## config.mk

```make
export PLATFORM = sky130hd
export DESIGN_NAME = adder_nibble_seq
export DESIGN_NICKNAME = d
export VERILOG_FILES = /design/src/rtl/adder_nibble_seq_pkg.sv /design/src/rtl/adder_nibble_seq_adder4_co.sv /design/src/rtl/adder_nibble_seq.sv
export SDC_FILE = /design/constraint.sdc
export NUM_CORES = 1
export LEC_CHECK = 0
export BUFFER_PORTS_ARGS = -buffer_cell sky130_fd_sc_hd__buf_2
export CAP_MARGIN = 15
export CORE_ASPECT_RATIO = 0.9
export CORE_MARGIN = 2
export CORE_UTILIZATION = 50
export CTS_CLUSTER_SIZE = 40
export DETAILED_ROUTE_END_ITERATION = 12
export HOLD_SLACK_MARGIN = 0.1
export PLACE_DENSITY = 0.73
export SLEW_MARGIN = 20
export SYNTH_ARGS = -nofsm -noshare
export SYNTH_HDL_FRONTEND = slang
export SYNTH_SLANG_ARGS = --single-unit
```

## constraint.sdc

```tcl
create_clock -name clk -period 6.2 [get_ports clk]
set_input_delay 0.62 -clock clk [delete_from_list [all_inputs] [get_ports clk]]
set_output_delay 0.62 -clock clk [all_outputs]
set_load 0.005 [all_outputs]
```

## src/rtl/adder_nibble_seq_pkg.sv

```systemverilog
// Shared constants for the nibble-serial adder sequencer and its 4-bit slice.
package adder_nibble_seq_pkg;

  localparam int NIB_W = 4;

  localparam logic [1:0] ST_IDLE = 2'd0;
  localparam logic [1:0] ST_RUN  = 2'd1;
  localparam logic [1:0] ST_DONE = 2'd2;

endpackage

```

## src/rtl/adder_nibble_seq_adder4_co.sv

```systemverilog
// Purely combinational 4-bit ripple-carry adder slice with carry in/out.
module adder4_co
  import adder_nibble_seq_pkg::*;
(
  input  logic [NIB_W-1:0] a,
  input  logic [NIB_W-1:0] b,
  input  logic             ci,
  output logic [NIB_W-1:0] s,
  output logic             co
);

  logic carry;

  always_comb begin
    carry = ci;
    s     = '0;
    for (int i = 0; i < NIB_W; i++) begin
      s[i]  = a[i] ^ b[i] ^ carry;
      carry = (a[i] & b[i]) | (carry & (a[i] ^ b[i]));
    end
    co = carry;
  end

endmodule

```

## src/rtl/adder_nibble_seq.sv

```systemverilog
// Nibble-serial W-bit adder: one shared 4-bit slice, LSB nibble first,
// carry registered between nibbles, single-cycle done pulse on completion.
module adder_nibble_seq
  import adder_nibble_seq_pkg::*;
#(
  parameter  int NIBBLES = 4,
  localparam int W       = NIB_W * NIBBLES
) (
  input  logic         clk,
  input  logic         rst_n,
  input  logic         start,
  input  logic [W-1:0] a,
  input  logic [W-1:0] b,
  output logic         busy,
  output logic         done,
  output logic [W-1:0] q,
  output logic         co
);

  localparam int CNT_W = $clog2(NIBBLES + 1);

  logic [1:0]       state;
  logic [W-1:0]     opa;
  logic [W-1:0]     opb;
  logic [W-1:0]     sum_sr;
  logic             carry;
  logic [CNT_W-1:0] cnt;

  logic [NIB_W-1:0] slice_s;
  logic             slice_co;
  logic [W-1:0]     sum_next;
  logic             last;

  // Concatenate then drop the low nibble so the shift also works when W == NIB_W.
  function automatic logic [W-1:0] shift_in(input logic [NIB_W-1:0] nib,
                                            input logic [W-1:0]     sr);
    logic [W+NIB_W-1:0] cat;
    cat = {nib, sr};
    return cat[W+NIB_W-1:NIB_W];
  endfunction

  adder4_co u_slice (
    .a  (opa[NIB_W-1:0]),
    .b  (opb[NIB_W-1:0]),
    .ci (carry),
    .s  (slice_s),
    .co (slice_co)
  );

  assign sum_next = shift_in(slice_s, sum_sr);
  assign last     = (cnt == CNT_W'(NIBBLES - 1));

  always_ff @(posedge clk or negedge rst_n) begin
    if (!rst_n) begin
      state  <= ST_IDLE;
      opa    <= '0;
      opb    <= '0;
      sum_sr <= '0;
      carry  <= 1'b0;
      cnt    <= '0;
      q      <= '0;
      co     <= 1'b0;
    end else begin
      case (state)
        ST_IDLE: begin
          if (start) begin
            opa    <= a;
            opb    <= b;
            sum_sr <= '0;
            carry  <= 1'b0;
            cnt    <= '0;
            state  <= ST_RUN;
          end
        end
        ST_RUN: begin
          sum_sr <= sum_next;
          opa    <= opa >> NIB_W;
          opb    <= opb >> NIB_W;
          carry  <= slice_co;
          cnt    <= cnt + 1'b1;
          // q/co are published only as a complete result.
          if (last) begin
            q     <= sum_next;
            co    <= slice_co;
            state <= ST_DONE;
          end
        end
        ST_DONE: state <= ST_IDLE;
        default: state <= ST_IDLE;
      endcase
    end
  end

  assign busy = (state == ST_RUN);
  assign done = (state == ST_DONE);

endmodule

```

* Word level (Yosys, flattened, before mapping)
Cells that the tools add are included.
W data, S select, Z words.
** Operators by class
- $add $sub $neg :: 1
- Eq/ne operators :: 5
- Mux-type cells :: 13
- Bitwise gates (word level) :: 20
- Reductions and logical operators :: 5
** Operator list (number)
- $pmux W16 S2 :: 3
- $mux W16 :: 3
- $and A1 B1 Y1 :: 8
- $xor A1 B1 Y1 :: 8
- $pmux W3 S2 :: 1
- $reduce_and A2 Y1 :: 3
- $mux W2 :: 2
- $or A1 B1 Y1 :: 4
- $pmux W2 S2 :: 1
- $add A3 B1 Y3 const B :: 1
- $eq A3 B2 Y1 const B :: 1
- $mux W3 :: 1
- $eq A2 B1 Y1 const B :: 1
- $eq A2 B2 Y1 const B :: 1
- $logic_not A2 Y1 :: 1
- $ne A2 B1 Y1 const B :: 1
- $ne A2 B2 Y1 const B :: 1
- $pmux W1 S2 :: 1
- $reduce_bool A2 Y1 :: 1
- $mux W1 :: 1
** Word-level totals
- Flip-flop bits (word level) :: 71
- Output and inout bits :: 19
- Word-level logic and storage cells :: 52

* Logic depth before layout (Yosys ltp)
- Depth in word-level cells :: 10
- Mapped depth :: 8
- Mapped depth without buffers :: 8

* Hierarchy
A second synthesis with hierarchy kept.
** Second synthesis, totals
- Cell total of the unflattened synthesis :: 241
- Area, all modules :: 2882.8 um^2
** By module, submodules not included
- adder_nibble_seq :: instances 1, cells an instance 227, area an instance 2765.2 um^2, seq. area each 1676.6 um^2
- adder4_co :: instances 1, cells an instance 14, area an instance 117.6 um^2, seq. area each 0.0 um^2

* Worst setup path after synthesis
No wires, ideal clock.
- Path kind :: reg2reg
- Start :: reg opa[0]
- End :: reg q[15]
- Setup time :: 83 ps
- Arrival :: 1981 ps
- Setup slack :: 4136 ps
- Stages on the path, launching flop included :: 9
- Path buffers :: 0
- Period minus slack after synthesis :: 2064 ps
- Path through :: dfrtp_1 inv_1 fa_1 inv_1 fa_1 fa_1 inv_1 fa_1 o21ai_0
** On the way
- Cells in the longest elaborated chain, start to end :: 8
- Elaborated cells on any way between the ends :: 9
- Classes of those cells :: bitwise (9)
** Ends and longest elaborated chain
- start, declared :: RTL line adder_nibble_seq.sv:23 : logic [W-1:0] opa;
- start signal, assigned :: RTL line adder_nibble_seq.sv:77 : opa <= opa >> NIB_W;
- $xor A1 B1 Y1 :: RTL line adder_nibble_seq_adder4_co.sv:19 : carry = (a[i] & b[i]) | (carry & (a[i] ^ b[i]));
- $and A1 B1 Y1 :: RTL line adder_nibble_seq_adder4_co.sv:19
- $or A1 B1 Y1 (*) :: RTL line adder_nibble_seq_adder4_co.sv:19
- $and A1 B1 Y1 (*) :: RTL line adder_nibble_seq_adder4_co.sv:19
- $or A1 B1 Y1 (*) :: RTL line adder_nibble_seq_adder4_co.sv:19
- $and A1 B1 Y1 (*) :: RTL line adder_nibble_seq_adder4_co.sv:19
- $or A1 B1 Y1 (*) :: RTL line adder_nibble_seq_adder4_co.sv:19
- $xor A1 B1 Y1 (*) :: RTL line adder_nibble_seq_adder4_co.sv:18 : s[i] = a[i] ^ b[i] ^ carry;
- end signal, assigned :: RTL line adder_nibble_seq.sv:83 : q <= sum_next;
- end, declared :: RTL line adder_nibble_seq.sv:16 : output logic [W-1:0] q,
Mark *: on every way between the ends. The rest lies on a longest branch, timed or not.
A chain may end at the register's enable or synchronous reset.

* Final worst setup path
- Start :: reg state[0]
- End :: out busy
** On the way
- Cells in the longest elaborated chain, start to end :: 1
** Ends and longest elaborated chain
- start, declared :: RTL line adder_nibble_seq.sv:22 : logic [1:0] state;
- start signal, assigned :: RTL line adder_nibble_seq.sv:55 : state <= ST_IDLE;
- start signal, assigned :: RTL line adder_nibble_seq.sv:72 : state <= ST_RUN;
- start signal, assigned :: RTL line adder_nibble_seq.sv:85 : state <= ST_DONE;
- $eq A2 B1 Y1 :: RTL line adder_nibble_seq.sv:94 : assign busy = (state == ST_RUN);
- end, declared :: RTL line adder_nibble_seq.sv:14 : output logic busy,
Every way passes these cells.

==> metrics <==
status finished, final reports clean; Critical Path Start Type flop; Clock transition at path regs 0.07 ns; Final nets 333; worst skew pair latency 0.35 ns; Worst R2R Path Depth 8; Worst Tran Pin Value 0.8270 ns; max-slew violations 0; Final Skew 0.005938 ns; Setup TNS Final 0 ns; CTS H-tree depth 3; Yosys top cell by area dfrtp_1; Synthesis Warnings 0; Num CTS Buffers 9; Post-Syn Instances 247; Largest stage delay, worst path 0.72 ns; design area 0.003346 mm^2; Max Cap Viol 0; WP depth 3; syn nets 288; Req. time, crit path 5.58 ns; r2r endpoint q[15]$_DFFE_PN0P_; DRC viols 0; grt ovf 0; cell with the largest stage delay on the worst path dfrtp_1; crit-path max FO 28; chip height 76.04 um; IO buf count 53; sequential share of the synthesized area 58.16%; placed cells 351; Peak VDD IR 0.2996 mV; commonest non-fill, non-tap cells in the layout dfrtp_1 (67), buf_2 (53), o22ai_1 (38); Post-CTS Hold Fix Bufs 0; average wire per standard cell 16.07 um; top-area cell type share of the netlist area 58.16%; Max clock buf depth 2; share of layout cells above drive strength 1 31.65%; Core Area 0.005628 mm^2; Area Overhead vs Synth 16.06%; dpl hpwl 3914 um; register-to-register setup slack 4.02 ns; RSZ-0062 raised after global routing false; Routed WL 5896 um; area post-placement 0.003127 mm^2; Static Leak 1.583 nW; post-route ant nets 0; Power Density 539.4 mW/mm^2; vias in the first global route 2034; crit path time final 2.683 ns; die width 84.04 um; Bufs and invs on worst path 2; Hold Vio Cnt, Final 0; Root Buffer Master clkbuf_8; Synth Cell Area 0.002883 mm^2; commonest non-fill, non-tap cell in the layout dfrtp_1; largest net degree at the start of global routing 68; synth top area cells dfrtp_1 (58%), o22ai_1 (8.2%), mux2_2 (5.5%); kind of end point of the critical path output pin; Starting Density 51.22%; crit-path cells nand2b_2, inv_2, buf_2; die area 0.006390 mm^2; Ports 54; Post CTS Setup Buffer Count 0; fin cells 367; Setup CP Type flop to output pin; Final setup viols 0; Top Family by Delay on Critical Path flip-flops; Fin Hold WS 0.4412 ns; diode count 0; initial antenna violation count 0; post-CTS sizing 0; CTS tree yes; first-pass GRT wire length 9880 um; CTS Sinks 67; initial DRC count 104; Total GRT Usage 20.10%; Placer Congestion 0.8315; Hold Crit Class input port to asynchronous set/reset pin; Crit Reg-Reg Startpoint opa[0]$_DFFE_PN0P_; drt via density 5.698; Netlist cell types 26; max frequency 372.8 MHz; 1st-pass router iterations 4; Slew HR 44.87%; Final Cycle Share 43.27%; synthesized flop and latch total 67; Mean Syn Cell Area 11.67 um^2; row cnt 26; CP arrival 2.06 ns; via count 2091
cells in the mapped netlist:
cell type and instances:
a21oi_1 20, a22o_1 11, buf_1 1, buf_2 6, buf_4 7, buf_6 1, clkbuf_1 5, clkinv_1 1
dfrtp_1 67, fa_1 4, ha_1 2, inv_1 10, inv_2 1, mux2_2 14, nand2_1 14, nand2b_1 4
nand3b_1 5, nand3b_4 1, nor2_1 5, nor2b_1 1, o21ai_0 21, o21ai_1 1, o21ba_2 1, o21bai_2 1
o221a_2 5, o22ai_1 38
per-stage QoR:
step	power (mW)	setup slack [ns]	utilization, %
3_3_place_gp	1.395	3.583	55.56
3_5_place_dp	1.428	3.547	55.56
5_1_grt	1.948	3.344	59.45
4_1_cts	1.823	3.146	59.40
2_1_floorplan	1.258	4.136	-
6_report	1.805	3.517	59.45
power by group:
group | internal (mW) | switching [mW] | total, mW
Clock | 0.224 | 0.166 | 0.390
Combinational | 0.304 | 0.320 | 0.624
Sequential | 0.640 | 0.151 | 0.791
sequential cells by signal, summed over array words and instances (netlist names):
signal,cells
carry,1
cnt,3
co,1
opa,16
opb,16
q,16
state,2
sum_sr,12
how the worst max path moves through the flow:
stage | start | to | slack, ns
after global routing | state[0]$_DFFE_PN0P_ | busy | 3.34
after floorplan | opa[0]$_DFFE_PN0P_ | q[15]$_DFFE_PN0P_ | 4.14
after CTS | state[0]$_DFFE_PN0P_ | busy | 3.15
final | state[0]$_DFFE_PN0P_ | busy | 3.52
after global placement | state[0]$_DFFE_PN0P_ | busy | 3.58
after detailed placement | state[0]$_DFFE_PN0P_ | busy | 3.55
cell type report:
| type | count | area (um^2) |
|---|---|---|
| clock inverters | 7 | 92.59 |
| well taps | 70 | 87.58 |
| repair buffers | 54 | 272.8 |
| multi-input cells | 148 | 1047 |
| clock buffers | 9 | 123.9 |
| flip-flops and latches | 67 | 1677 |
| inverters | 12 | 45.04 |
| fillers | 465 | 2282 |
layer usage:
layer	global-route usage (%)	vias up	part of all wire [%]
met4	5.806	0	1.5
li1	-	997	-
met5	0	-	0
met2	29.37	72	46
met1	28.33	1015	46
met3	7.584	7	6.3
kinds of logic (layout without fill, tap and decap cells):
logic type               Yosys count  in the layout  share of synthesized area (%)
buffers and inverters             32             82                          5.599
AO/OA/AOI/OAI                     98             98                          21.57
flip-flops                        67             67                          58.16
AND/OR/NAND/NOR                   30             30                          5.556
multiplexers                      14             14                          5.469
adder cells (fa/ha/maj)            6              6                          3.646
Note: power is estimated with default switching activity, not from simulation.
